<file path="config.mk">
export PLATFORM = sky130hd
export DESIGN_NAME = scan_fetch_engine
export DESIGN_NICKNAME = d
export VERILOG_FILES = /design/src/rtl/scan_fetch_pkg.sv /design/src/rtl/sync_fifo.sv /design/src/rtl/scan_fetch_engine.sv
export SDC_FILE = /design/constraint.sdc
export NUM_CORES = 1
export LEC_CHECK = 0
export ABC_CLOCK_PERIOD_IN_PS = 4400
export BUFFER_PORTS_ARGS = -buffer_cell sky130_fd_sc_hd__buf_2
export CORE_MARGIN = 2
export CORE_UTILIZATION = 25
export DETAILED_ROUTE_END_ITERATION = 12
export PLACE_DENSITY = 0.48
export SLEW_MARGIN = 20
export SYNTH_ARGS = -nofsm -noshare
export SYNTH_HDL_FRONTEND = slang
export SYNTH_SLANG_ARGS = --single-unit
</file>
<file path="constraint.sdc">
create_clock -name clk -period 4.4 [get_ports clk]
set_input_delay 0.22 -clock clk [delete_from_list [all_inputs] [get_ports clk]]
set_output_delay 0.22 -clock clk [all_outputs]
set_load 0.01 [all_outputs]
</file>
<file path="src/rtl/scan_fetch_pkg.sv">
// Shared constants for the scan fetch engine: FSM state codes, the test-bar
// colour table and the frame-size helper.
package scan_fetch_pkg;

    localparam logic [1:0] ST_IDLE = 2'd0;
    localparam logic [1:0] ST_FILL = 2'd1;
    localparam logic [1:0] ST_RUN  = 2'd2;

    localparam int BAR_COUNT = 8;

    // Must divide evenly and fit in ADDR_W; the instantiating design owns that choice.
    function automatic int words_per_frame(input int h_active, input int v_active,
                                           input int pix_w, input int word_w);
        return (h_active * v_active * pix_w) / word_w;
    endfunction

    function automatic logic [11:0] bar_colour(input logic [2:0] idx);
        logic [11:0] c;
        c = 12'h000;
        case (idx)
            3'd0:    c = 12'hF00;
            3'd1:    c = 12'h0F0;
            3'd2:    c = 12'h00F;
            3'd3:    c = 12'hFFF;
            3'd4:    c = 12'h000;
            3'd5:    c = 12'hFF0;
            3'd6:    c = 12'h0FF;
            3'd7:    c = 12'hF0F;
            default: c = 12'h000;
        endcase
        return c;
    endfunction

endpackage

</file>
<file path="src/rtl/sync_fifo.sv">
// Single-clock first-word-fall-through FIFO: rdata shows the head entry
// whenever empty is low. flush empties it in one cycle.
module sync_fifo #(
    parameter int WIDTH = 32,
    parameter int DEPTH = 16,
    localparam int AW   = $clog2(DEPTH),
    localparam int CW   = AW + 1
) (
    input  logic             clk,
    input  logic             rst_,
    input  logic             flush,
    input  logic             push,
    input  logic [WIDTH-1:0] wdata,
    input  logic             pop,
    output logic [WIDTH-1:0] rdata,
    output logic             full,
    output logic             empty,
    output logic [CW-1:0]    count
);

    logic [WIDTH-1:0] mem_q [DEPTH];
    logic [AW-1:0]    wr_q, wr_d;
    logic [AW-1:0]    rd_q, rd_d;
    logic [CW-1:0]    count_q, count_d;
    logic             do_push;
    logic             do_pop;

    assign full    = (count_q == CW'(DEPTH));
    assign empty   = (count_q == '0);
    assign count   = count_q;
    assign rdata   = mem_q[rd_q];
    assign do_push = push && !full && !flush;
    assign do_pop  = pop && !empty && !flush;

    always_comb begin
        wr_d    = wr_q;
        rd_d    = rd_q;
        count_d = count_q;
        if (flush) begin
            wr_d    = '0;
            rd_d    = '0;
            count_d = '0;
        end else begin
            if (do_push) wr_d = wr_q + AW'(1);
            if (do_pop)  rd_d = rd_q + AW'(1);
            if (do_push && !do_pop)      count_d = count_q + CW'(1);
            else if (do_pop && !do_push) count_d = count_q - CW'(1);
        end
    end

    always_ff @(posedge clk) begin
        if (!rst_) begin
            wr_q    <= '0;
            rd_q    <= '0;
            count_q <= '0;
        end else begin
            wr_q    <= wr_d;
            rd_q    <= rd_d;
            count_q <= count_d;
        end
    end

    // Storage carries no reset; the pointers alone define what is valid.
    always_ff @(posedge clk) begin
        if (do_push && rst_) mem_q[wr_q] <= wdata;
    end

endmodule

</file>
<file path="src/rtl/scan_fetch_engine.sv">
// Frame-buffer scan-out: fetches packed words from memory into a FIFO, unpacks
// them LSB-first into pixels, or substitutes an internal colour-bar pattern.
module scan_fetch_engine
    import scan_fetch_pkg::*;
#(
    parameter int WORD_W     = 32,
    parameter int PIX_W      = 12,
    parameter int ADDR_W     = 17,
    parameter int FIFO_DEPTH = 16,
    parameter int H_ACTIVE   = 640,
    parameter int V_ACTIVE   = 480,
    parameter int BASE_ADDR  = 0
) (
    input  logic                        clk,
    input  logic                        rst_,
    input  logic                        enable,
    input  logic                        test_mode,
    input  logic                        frame_start,
    output logic [ADDR_W-1:0]           df_mem_ptr,
    output logic                        df_rtr_mem,
    input  logic                        mem_rts_df,
    input  logic [WORD_W-1:0]           mem_in_data,
    input  logic                        cb_rtr_df,
    output logic                        df_rts_cb,
    output logic [PIX_W-1:0]            pix_data,
    output logic                        underflow,
    output logic [1:0]                  dbg_state,
    output logic [$clog2(FIFO_DEPTH):0] dbg_fifo_count
);

    localparam int WPF   = words_per_frame(H_ACTIVE, V_ACTIVE, PIX_W, WORD_W);
    localparam int BUF_W = WORD_W + PIX_W - 1;
    localparam int BC_W  = $clog2(BUF_W + 1);
    localparam int H_W   = $clog2(H_ACTIVE);
    localparam int FC_W  = $clog2(FIFO_DEPTH) + 1;

    localparam logic [ADDR_W-1:0] FIRST_ADDR = ADDR_W'(BASE_ADDR);
    localparam logic [ADDR_W-1:0] LAST_ADDR  = ADDR_W'(BASE_ADDR + WPF - 1);

    logic [1:0]        state_q, state_d;
    logic [ADDR_W-1:0] ptr_q, ptr_d;
    logic              tm_q, tm_d;
    logic [BUF_W-1:0]  buf_q, buf_d;
    logic [BC_W-1:0]   bcnt_q, bcnt_d;
    logic [H_W-1:0]    h_q, h_d;
    logic              underflow_q, underflow_d;

    logic              flush;
    logic              fetching;
    logic              fifo_push;
    logic              fifo_pop;
    logic              fifo_full;
    logic              fifo_empty;
    logic [FC_W-1:0]   fifo_count;
    logic [WORD_W-1:0] fifo_rdata;
    logic              take;
    logic              take_mem;
    logic              take_bar;
    logic [BC_W-1:0]   bcnt_left;
    logic [BUF_W-1:0]  buf_left;
    logic [2:0]        bar_idx;
    logic [PIX_W-1:0]  bar_pix;

    // Both interfaces are valid/ready pairs: a word moves when df_rtr_mem and
    // mem_rts_df are high in the same cycle, a pixel when df_rts_cb and
    // cb_rtr_df are; neither side may make its flag depend on the other's.
    assign flush      = frame_start || !enable;
    assign fetching   = ((state_q == ST_FILL) || (state_q == ST_RUN)) && !tm_q;
    assign df_rtr_mem = fetching && !fifo_full;
    assign fifo_push  = df_rtr_mem && mem_rts_df && !flush;
    assign df_rts_cb  = (state_q == ST_RUN) && (tm_q || (bcnt_q >= BC_W'(PIX_W)));
    assign take       = df_rts_cb && cb_rtr_df;
    assign take_mem   = take && !tm_q;
    assign take_bar   = take && tm_q;

    // The refill decision looks at the bit count left after this cycle's pixel,
    // so a word can be appended while a pixel leaves and output never bubbles.
    assign bcnt_left = take_mem ? (bcnt_q - BC_W'(PIX_W)) : bcnt_q;
    assign buf_left  = take_mem ? (buf_q >> PIX_W) : buf_q;
    assign fifo_pop  = fetching && !fifo_empty && (bcnt_left < BC_W'(PIX_W)) && !flush;

    assign bar_idx  = 3'((int'(h_q) * BAR_COUNT) / H_ACTIVE);
    assign bar_pix  = PIX_W'(bar_colour(bar_idx));
    assign pix_data = tm_q ? bar_pix : buf_q[PIX_W-1:0];

    assign df_mem_ptr     = ptr_q;
    assign underflow      = underflow_q;
    assign dbg_state      = state_q;
    assign dbg_fifo_count = fifo_count;

    sync_fifo #(
        .WIDTH (WORD_W),
        .DEPTH (FIFO_DEPTH)
    ) u_fifo (
        .clk   (clk),
        .rst_  (rst_),
        .flush (flush),
        .push  (fifo_push),
        .wdata (mem_in_data),
        .pop   (fifo_pop),
        .rdata (fifo_rdata),
        .full  (fifo_full),
        .empty (fifo_empty),
        .count (fifo_count)
    );

    // test_mode is only latched at frame boundaries so a frame never mixes sources.
    always_comb begin
        state_d = state_q;
        tm_d    = tm_q;
        if (!enable) begin
            state_d = ST_IDLE;
        end else if (frame_start) begin
            state_d = ST_FILL;
            tm_d    = test_mode;
        end else begin
            case (state_q)
                ST_IDLE: begin
                    state_d = ST_FILL;
                    tm_d    = test_mode;
                end
                ST_FILL: begin
                    if (tm_q || (fifo_count >= FC_W'(FIFO_DEPTH / 2))) state_d = ST_RUN;
                end
                ST_RUN:  state_d = ST_RUN;
                default: state_d = ST_IDLE;
            endcase
        end
    end

    always_comb begin
        ptr_d = ptr_q;
        if (flush) begin
            ptr_d = FIRST_ADDR;
        end else if (fifo_push) begin
            ptr_d = (ptr_q == LAST_ADDR) ? FIRST_ADDR : (ptr_q + ADDR_W'(1));
        end
    end

    always_comb begin
        buf_d  = buf_left;
        bcnt_d = bcnt_left;
        if (flush) begin
            buf_d  = '0;
            bcnt_d = '0;
        end else if (fifo_pop) begin
            buf_d  = buf_left | (BUF_W'(fifo_rdata) << bcnt_left);
            bcnt_d = bcnt_left + BC_W'(WORD_W);
        end
    end

    always_comb begin
        h_d         = h_q;
        underflow_d = underflow_q;
        if (flush) begin
            h_d = '0;
        end else if (take_bar) begin
            h_d = (h_q == H_W'(H_ACTIVE - 1)) ? '0 : (h_q + H_W'(1));
        end
        if (frame_start) begin
            underflow_d = 1'b0;
        end else if ((state_q == ST_RUN) && cb_rtr_df && !df_rts_cb) begin
            underflow_d = 1'b1;
        end
    end

    always_ff @(posedge clk) begin
        if (!rst_) begin
            state_q     <= ST_IDLE;
            ptr_q       <= FIRST_ADDR;
            tm_q        <= 1'b0;
            buf_q       <= '0;
            bcnt_q      <= '0;
            h_q         <= '0;
            underflow_q <= 1'b0;
        end else begin
            state_q     <= state_d;
            ptr_q       <= ptr_d;
            tm_q        <= tm_d;
            buf_q       <= buf_d;
            bcnt_q      <= bcnt_d;
            h_q         <= h_d;
            underflow_q <= underflow_d;
        end
    end

endmodule

</file>
==> impl_metrics.py, run 1 <==
metrics = {
    "detailed_routing": {
        "ant_nets": 0,
        "drt-total-wl_mm": 65.53,
        "drt_iter0_drc": 1127,
        "drcViolationCount": 0,
        "routedWlPerCell_um": 22.08,
        "vias": 13827,
        "viasPerCell": 4.659,
        "drt_first_pass_iters": 5,
    },
    "floorplanning": {
        "core_um2": 99570,
        "die_w_um": 320.3,
        "die_y_um": 320.3,
        "die-area_um2": 102600,
        "ios": 78,
        "core.rowCount": 116,
        "start_util": 0.2512,
    },
    "power": {
        "switching_share": 0.2061,
        "p_seq_frac": 0.525,
        "clkPwrFrac": 0.460,
        "p_per_area_nw_per_um2": 391.9,
        "switchingPower_w": 0.002443,
        "p_comb_frac": 0.015,
        "p_int_w": 0.009409,
        "leakagePower_nw": 9.397,
        "peakVddDrop_mv": 0.2191,
        "p_total_w": 0.01185,
    },
    "sta": {
        "hold_viol": 0,
        "slew_headroom": 0.2857,
        "fin_ws_ps": -20.10,
        "fin_setup_tns_ps": -40.17,
        "rsz0062_at_grt": "true",
        "finalSetupViolations": 4,
        "tightest_slew_ps": 1071,
        "post-route-min-period_ps": 4420,
        "period_share": 1.005,
        "timing.fmax_ghz": 0.2262,
        "fin_worst_skew_ps": 36.54,
        "finalMaxSlewViolations": 0,
    },
    "final_layout": {
        "fin_nets": 1678,
        "fin_cells": 2968,
        "drive_gt1_frac": 0.2888,
        "syn2layout_area_growth_pct": 20.94,
    },
    "critical_path": {
        "crit_type": "reg2out",
        "critical_path_required_ps": 4180,
        "worst_setup_path_start_kind": "flip-flop",
        "crit_path_end_kind": "output port",
        "worst_ep_arrival_time_ps": 4200,
        "r2r.worst_path.cells": 17,
        "crit_fanout": 4,
    },
    "logic_synthesis": {
        "yosys_register_bits": 607,
        "synth_area_per_cell_um2": 17.15,
        "synth.distinct_cells": 78,
        "synthArstFlopShare": 0,
        "mappedNetlistArea_um2": 25010,
        "netlist_instances": 1458,
        "ys_seq_area_frac": 0.6908,
        "yosys_warnings": 0,
        "synth_nets": 1516,
        "synth-edff-count": 512,
        "synth_top_flop_cell": "edfxtp_1",
    },
    "global_route": {
        "antenna_found_initial": 9,
        "grt_max_degree": 50,
        "grt.overflow.total": 0,
        "grt.met3_usage": 0.02381,
        "busiest_layer": "met2",
        "use_met2": 0.2175,
        "grt_usage": 0.1275,
        "grt_pass1_wl_mm": 96.41,
        "grtUsageMet1": 0.1630,
        "first_global_vias": 14266,
    },
    "cts": {
        "path_clk_slew_ps": 60,
        "tritoncts": "done",
        "clk_path_buf_depth": 3,
        "cts_buffers": 68,
        "clk_latency_ps": 620,
        "ctsHtreeMaxLevel": 3,
        "root_buffer": "clkbuf_16",
        "cts.sinks": 607,
    },
    "min_path": {
        "hold_depth": 3,
        "holdCritPathClass": "in2reg",
    },
    "place": {
        "dp_slack_ps": 73.93,
        "place_hpwl_mm": 37.39,
        "routabilityCongestion": 0.8077,
        "dp_cells": 2795,
        "portBuffers": 77,
    },
    "outcome": {
        "failed_checks": "negative setup slack",
        "status": "finished, violations left",
    },
    "run": {
        "max-cap-violations": 0,
    },
}
-- worst paths after layout --
path	start	slack, ps	end
worst min-delay path	rst_	180	u_fifo.count[4]
worst min register to register	buf_q[39]	460	buf_q[39]
worst max register to register	bcnt_q[2]	320	u_fifo.count[4]
worst max-delay path	h_q[0]	-20	pix_data[7]
-- cell usage after synthesis (6+ instances only) --
master	n	area, um2
mux2i_1	24	240.2
clkbuf_1	59	221.5
a21oi_1	26	130.1
nand4_1	13	81.33
o211ai_1	16	120.1
mux4_2	160	3603
o21ai_0	19	95.09
edfxtp_1	512	15370
nor3_1	17	85.08
nor2b_1	6	37.54
nand2_1	120	450.4
and3_1	12	75.07
dfxtp_1	95	1902
nand3_1	32	160.2
nor2_1	99	371.6
buf_2	6	30.03
xnor2_1	17	148.9
inv_1	13	48.80
mux2_2	14	157.7
or3_1	7	43.79
a31oi_1	33	206.5
o21a_1	9	67.56
ha_1	18	225.2
buf_1	15	56.30
xor2_1	26	227.7
-- per-stage QoR --
stage | cell area [um2] | util | hold WS [ps]
after floorplan | 25020 | - | 296.1
after global placement | 27340 | 0.2746 | 440.2
after detailed placement | 27340 | 0.2746 | 449.2
after CTS | 30100 | 0.3023 | 154.1
after global routing | 30240 | 0.3038 | 213.6
final | 30250 | 0.3038 | 184.6
-- cells in the final DEF (no fill, tap or decap), types with 10 or more instances in the layout --
master         count
a21oi_1           24
a31oi_1           33
and3_1            11
buf_12            14
buf_2             73
buf_4             43
clkbuf_1          16
clkbuf_16         68
clkinv_1          15
dfxtp_1           87
dlygate4sd3_1     38
edfxtp_1         512
ha_1              16
inv_1             11
mux2_2            14
mux2i_1           23
mux4_2           160
nand2_1          118
nand3_1           27
nand4_1           13
nor2_1            86
nor2_4            12
nor3_2            10
o211ai_1          16
o21ai_0           17
xnor2_1           15
xor2_1            26
-- registers in the layout, summed over array words and instances (netlist names), named ones only --
| name | count |
|---|---|
| u_fifo.rd_q | 4 |
| tm_q | 1 |
| u_fifo.count | 5 |
| buf_q | 43 |
| h_q | 10 |
| u_fifo.wr_q | 4 |
| underflow | 1 |
| u_fifo.mem_q | 512 |
| dbg_state | 2 |
| df_mem_ptr | 17 |
| bcnt_q | 4 |
-- final cells by class --
| class | count | area [um2] |
|---|---|---|
| Multi-Input combinational cell | 754 | 7724 |
| Sequential cell | 607 | 17300 |
| Inverter | 14 | 60.06 |
| Tap cell | 1298 | 1624 |
| Fill cell | 9753 | 69320 |
| Clock inverter | 34 | 336.6 |
| Antenna cell | 1 | 2.502 |
| Timing Repair Buffer | 175 | 1428 |
| Clock buffer | 85 | 1775 |
-- worst max-delay path: stages, from the launching register on --
cell and delay [ps]:
dfxtp_4 360, inv_4 50, ha_4 150, or4b_4 490
or4_4 520, a32oi_4 280, buf_6 150, nand4_1 140
o31ai_4 120, a41o_1 310, o21ai_2 100, or3b_1 380
mux2_4 330, nand3_4 100, buf_6 110
-- per-layer routing --
layer,wire (um),part of all wire
met3,3510,0.054
met1,27640,0.42
met5,37,0.00056
met4,1569,0.024
met2,32780,0.50
-- power by group through the flow --
stage	clock, W	sequential (W)	combinational, W
2_1_floorplan	0	0.00635	0.0000445
3_3_place_gp	0	0.00635	0.000141
3_5_place_dp	0	0.00635	0.000150
4_1_cts	0.00560	0.00623	0.000181
5_1_grt	0.00584	0.00622	0.000198
6_report	0.00545	0.00623	0.000178
-- repair_timing --
action	4_1_cts	5_1_grt
hold buffers	38	0
gates resized for setup	35	25
setup buffers	13	2
hold endpoints to repair	514	0
pin swaps	21	16
endpoints found under the setup margin	12	9
-- cells by family (layout without fill, tap and decap cells) --
kind of cell               after synthesis  in the layout  synth area share
buffers and inverters                   97            308           0.01546
xor gates and xnor gates                43             43           0.01506
muxes                                  200            200            0.1611
and+or+nand+nor                        340            340           0.06413
AOI/OAI and AO/OA                      152            152           0.04363
adders and majority gates               19             19          0.009806
DFF                                    607            607            0.6908
other                                    0              1                 0
(Power assumes the default switching activity.)
==> inputs of run 2 (changes only) <==
CTS_BUF_LIST = sky130_fd_sc_hd__clkbuf_4 sky130_fd_sc_hd__clkbuf_8   (was default)
==> run 2 against run 1 <==
Net effect: the flow still finishes with violations (negative setup slack); worst setup slack worse by 140 ps; global-route usage rose by 0.073 points; largest cell class unchanged; clock skew grew 26 ps; cell count rose by 2.5%; power shrank 2.9%; flip-flop and latch count did not move.
==> impl_metrics.py, run 2 (same netlist as run 1, synthesis figures left out) <==
metrics = {
    "global_route": {
        "grt_max_degree": 50,
        "antenna_found_initial": 10,
        "grtUsageMet1": 0.1618,
        "grt.overflow.total": 0,
        "first_global_vias": 14643,
        "busiest_layer": "met2",
        "grt_pass1_wl_mm": 97.22,
        "use_met2": 0.2191,
        "grt.met3_usage": 0.02532,
        "grt_usage": 0.1282,
    },
    "run": {
        "max-cap-violations": 0,
    },
    "power": {
        "leakagePower_nw": 9.480,
        "peakVddDrop_mv": 0.2056,
        "p_per_area_nw_per_um2": 380.5,
    },
    "final_layout": {
        "final_common_cell": "edfxtp_1",
        "multi_input_area_um2": 7730,
        "final_area_um2": 30250,
        "fin_cells": 3041,
        "regArea_um2": 17300,
        "syn2layout_area_growth_pct": 20.95,
        "max_flop_register": "u_fifo.mem_q",
        "largest_reg_flops": 512,
        "n_fill_cell": 9810,
        "final_cell_mix": "edfxtp_1, mux4_2, nand2_1",
        "drive_gt1_frac": 0.3201,
        "fin_nets": 1716,
    },
    "critical_path": {
        "critical_path_required_ps": 4180,
        "cpPeakStageDelay_ps": 520,
        "crit_path_end_kind": "output port",
        "worstPathCellList": "inv_4 -> ha_4 -> or4b_4 -> or4_4 -> a32oi_4 -> buf_6 -> nand4_1 -> o31ai_4 -> a41o_1 -> o21ai_2 -> or3b_1 -> mux2_4 -> nand3_4 -> buf_6",
        "cpMostUsedCell": "buf_6",
        "worst_ep_arrival_time_ps": 4340,
        "crit_type": "reg2out",
        "crit_path_top_delay_cell": "or4_4",
        "crit_fanout": 4,
        "r2r.worst_path.cells": 17,
        "worst_setup_path_start_kind": "flip-flop",
    },
    "place": {
        "place_area_um2": 27340,
        "routabilityCongestion": 0.8077,
        "place_hpwl_mm": 37.39,
        "dp_cells": 2795,
        "dp_slack_ps": 73.93,
        "portBuffers": 77,
    },
    "outcome": {
        "failed_checks": "negative setup slack",
        "status": "finished, violations left",
    },
    "detailed_routing": {
        "ant_nets": 0,
        "drt_first_pass_iters": 7,
        "routedWlPerCell_um": 21.69,
        "drcViolationCount": 0,
        "drt-total-wl_mm": 65.96,
        "viasPerCell": 4.609,
        "drt_iter0_drc": 988,
        "vias": 14016,
    },
    "floorplanning": {
        "ios": 78,
        "die_w_um": 320.3,
        "core_um2": 99570,
        "die-area_um2": 102600,
        "die_y_um": 320.3,
        "start_util": 0.2512,
        "core.rowCount": 116,
    },
    "sta": {
        "post-route-min-period_ps": 4560,
        "rsz0062_at_grt": "true",
        "fin_setup_tns_ps": -920.1,
        "period_share": 1.036,
        "hold_viol": 0,
        "fin_hold_ws_ps": 101.2,
        "timing.fmax_ghz": 0.2193,
        "tightest_slew_ps": 1084,
        "finalMaxSlewViolations": 0,
        "slew_headroom": 0.2771,
        "fin_worst_skew_ps": 62.78,
        "fin_ws_ps": -160.3,
        "finalSetupViolations": 8,
    },
    "min_path": {
        "holdCritPathClass": "in2reg",
        "hold_depth": 3,
    },
    "cts": {
        "root_buffer": "clkbuf_8",
        "cts.sinks": 607,
        "cts_buffers": 104,
        "clk_latency_ps": 740,
        "path_clk_slew_ps": 60,
        "tritoncts": "done",
        "clk_path_buf_depth": 3,
        "ctsHtreeMaxLevel": 3,
    },
}
==> run 2: changes by cell type in the layout (fill, tap and decap cells not counted), moves of 11 or more <==
cell,before,now
clkbuf_4,0,39
clkbuf_16,68,0
clkbuf_1,16,0
clkbuf_8,1,111
clkinv_1,15,26
==> run 2: stage by stage <==
stage | utilization | total power (W)
detailed placement | 0.2746 | 0.006500
global placement | 0.2746 | 0.006490
CTS | 0.3022 | 0.01168
finish | 0.3038 | 0.01151
floorplan | - | 0.006399
global route | 0.3038 | 0.01196
==> run 2: metal layers <==
metal,wire length (um),vias to the layer above
li1,-,6252
met1,27490,7292
met2,33150,374
met3,3639,92
met4,1645,6
met5,32,-
==> run 2: critical path: cells and delay by family (launching register included) <==
family / cells / cell delay (ps)
fa+ha+maj: 1 / 150
simple gates: 5 / 1620
flops: 1 / 350
mux: 1 / 330
compound gates: 4 / 820
buf+inv: 3 / 330
==> run 2: path summary, 6_finish.rpt <==
path	slack (ps)	to	from
min	100	u_fifo.count[4]	rst_
max	-160	pix_data[7]	h_q[0]
min reg2reg	450	buf_q[21]	buf_q[33]
max reg2reg	300	u_fifo.count[4]	bcnt_q[3]
==> run 2: final cells by class <==
| class | instances | share of cell area |
|---|---|---|
| antenna | 3 | 0.0002482 |
| clock inverter | 38 | 0.008769 |
| tap | 1298 | 0.05369 |
| inverter | 14 | 0.001985 |
| sequential | 607 | 0.5718 |
| timing repair buffer | 177 | 0.04777 |
| multi-input combinational | 754 | 0.2555 |
| clock buffer | 150 | 0.06018 |
==> run 2: what timing repair did <==
item	CTS	global route
hold buffers	39	0
buffers inserted	13	3
pin swaps	21	17
gates resized for setup	35	26
hold endpoints to repair	516	0
endpoints found under the setup margin	12	13
==> run 2: report_power, final <==
part	switching, W	leakage (nW)	internal, W	total (W)
logic	0.000120	3.00	0.0000596	0.000179
registers	0.00000190	5.37	0.00623	0.00623
clock network	0.00231	1.10	0.00279	0.00510
total	0.00243	9.48	0.00908	0.0115
==> inputs of run 3 (changes only) <==
SKIP_LAST_GASP = 1   (was default)
==> run 3 against run 2 <==
Net effect: the run still ends with negative setup slack left; utilization is 0.057 points higher; fmax is 0.11% lower; via count is 0.62% higher.
==> impl_metrics.py, run 3 (same netlist as run 1, synthesis figures left out) <==
metrics = {
    "outcome": {
        "status": "finished, violations left",
        "failed_checks": "negative setup slack",
    },
    "cts": {
        "clk_path_buf_depth": 3,
        "clk_latency_ps": 740,
        "cts_buffers": 104,
        "ctsHtreeMaxLevel": 3,
        "cts.sinks": 607,
        "path_clk_slew_ps": 60,
        "root_buffer": "clkbuf_8",
        "tritoncts": "done",
    },
    "power": {
        "leakagePower_nw": 9.491,
        "peakVddDrop_mv": 0.2067,
        "p_per_area_nw_per_um2": 379.7,
    },
    "place": {
        "place_area_um2": 27340,
        "dp_cells": 2795,
        "place_hpwl_mm": 37.39,
        "portBuffers": 77,
        "routabilityCongestion": 0.8077,
        "dp_slack_ps": 73.93,
    },
    "detailed_routing": {
        "drt_iter0_drc": 1132,
        "vias": 14103,
        "routedWlPerCell_um": 21.72,
        "drt_first_pass_iters": 5,
        "viasPerCell": 4.633,
        "drcViolationCount": 0,
        "ant_nets": 0,
        "drt-total-wl_mm": 66.11,
    },
    "critical_path": {
        "crit_path_end_kind": "output port",
        "worstPathCellList": "inv_4 -> ha_4 -> or4b_4 -> or4_4 -> a32oi_4 -> buf_6 -> nand4_1 -> o31ai_4 -> a41o_1 -> o21ai_2 -> or3b_1 -> mux2_4 -> nand3_4 -> buf_6",
        "critical_path_required_ps": 4180,
        "crit_path_top_delay_cell": "or4_4",
        "crit_fanout": 4,
        "worst_setup_path_start_kind": "flip-flop",
        "critPathTopFamily": "simple AND/OR/NAND/NOR gates",
        "critPathBufInv": 3,
        "worstReg2RegStart": "bcnt_q[3]",
        "worst_ep_arrival_time_ps": 4350,
        "crit_type": "reg2out",
        "cpMostUsedCell": "buf_6",
        "cpPeakStageDelay_ps": 520,
        "critPathLaunch": "h_q[0]",
    },
    "sta": {
        "slew_headroom": 0.2811,
        "rsz0062_at_grt": "true",
        "fin_ws_ps": -165.2,
        "timing.fmax_ghz": 0.2190,
        "fin_worst_skew_ps": 65.42,
        "period_share": 1.038,
        "hold_viol": 0,
        "fin_hold_ws_ps": 99.60,
        "post-route-min-period_ps": 4565,
        "finalMaxSlewViolations": 0,
        "finalSetupViolations": 8,
        "tightest_slew_ps": 1078,
    },
    "global_route": {
        "grt_usage": 0.1282,
        "antenna_found_initial": 10,
        "grt_max_degree": 50,
        "grt_pass1_wl_mm": 97.22,
        "first_global_vias": 14643,
        "grt.overflow.total": 0,
    },
    "final_layout": {
        "final_cell_mix": "edfxtp_1, mux4_2, nand2_1",
        "syn2layout_area_growth_pct": 21.17,
        "final_common_cell": "edfxtp_1",
        "final_area_um2": 30310,
        "fin_cells": 3044,
        "drive_gt1_frac": 0.3230,
        "fin_nets": 1719,
        "largest_reg_flops": 512,
        "final_core_util": 0.3044,
        "max_flop_register": "u_fifo.mem_q",
        "n_fill_cell": 9811,
    },
    "floorplanning": {
        "ios": 78,
        "core.rowCount": 116,
        "start_util": 0.2512,
        "die-area_um2": 102600,
        "core_um2": 99570,
        "die_w_um": 320.3,
        "die_y_um": 320.3,
    },
    "min_path": {
        "hp-start": "rst_",
        "holdCritPathClass": "in2reg",
    },
    "run": {
        "max-cap-violations": 0,
    },
}
run 3: tightest hold or removal path, cell delays in order:
cell and delay, ps:
buf_2 170, nand2_2 290, a21oi_1 60
run 3: through the flow:
step / TNS [ps] / total power [W]
after floorplan: -21240 / 0.006399
after global placement: 0 / 0.006490
after detailed placement: 0 / 0.006500
after CTS: -2068 / 0.01168
after global routing: -2359 / 0.01196
final: -1028 / 0.01151
run 3: per-layer routing:
| metal | global-route usage | vias to the layer above | part of all wire |
|---|---|---|---|
| li1 | - | 6261 | - |
| met1 | 0.1618 | 7365 | 0.42 |
| met2 | 0.2191 | 368 | 0.50 |
| met3 | 0.02532 | 103 | 0.051 |
| met4 | 0.04424 | 6 | 0.026 |
| met5 | 0 | - | 0.00048 |
run 3: final timing paths:
kind	endpoint	slack, ps	cells after the start
hold / removal	u_fifo.count[4]	100	3
hold reg to reg	buf_q[21]	440	2
setup / recovery	pix_data[7]	-170	14
setup reg to reg	u_fifo.count[4]	290	17
run 3: report_power, final:
group	leakage, nW	switching (W)	internal, W
Clock	1.10	0.00231	0.00279
Combinational	3.02	0.000120	0.0000595
Sequential	5.37	0.00000191	0.00623
run 3: final cells by class:
| cell class | count | area [um2] | area share |
|---|---|---|---|
| Inverter | 14 | 60.06 | 0.001982 |
| Timing Repair Buffer | 180 | 1473 | 0.04859 |
| Tap cell | 1298 | 1624 | 0.05359 |
| Antenna cell | 3 | 7.507 | 0.0002477 |
| Clock buffer | 150 | 1821 | 0.06007 |
| Multi-Input combinational cell | 754 | 7759 | 0.2560 |
| Sequential cell | 607 | 17300 | 0.5707 |
| Clock inverter | 38 | 265.3 | 0.008753 |
run 3: timing repair:
| item | CTS | global route |
|---|---|---|
| setup buffers | 13 | 8 |
| pin swaps | 16 | 18 |
| resized for setup | 33 | 31 |
| hold buffers | 39 | 0 |
| endpoints found under the hold margin | 516 | 0 |
| endpoints found under the setup margin | 12 | 13 |
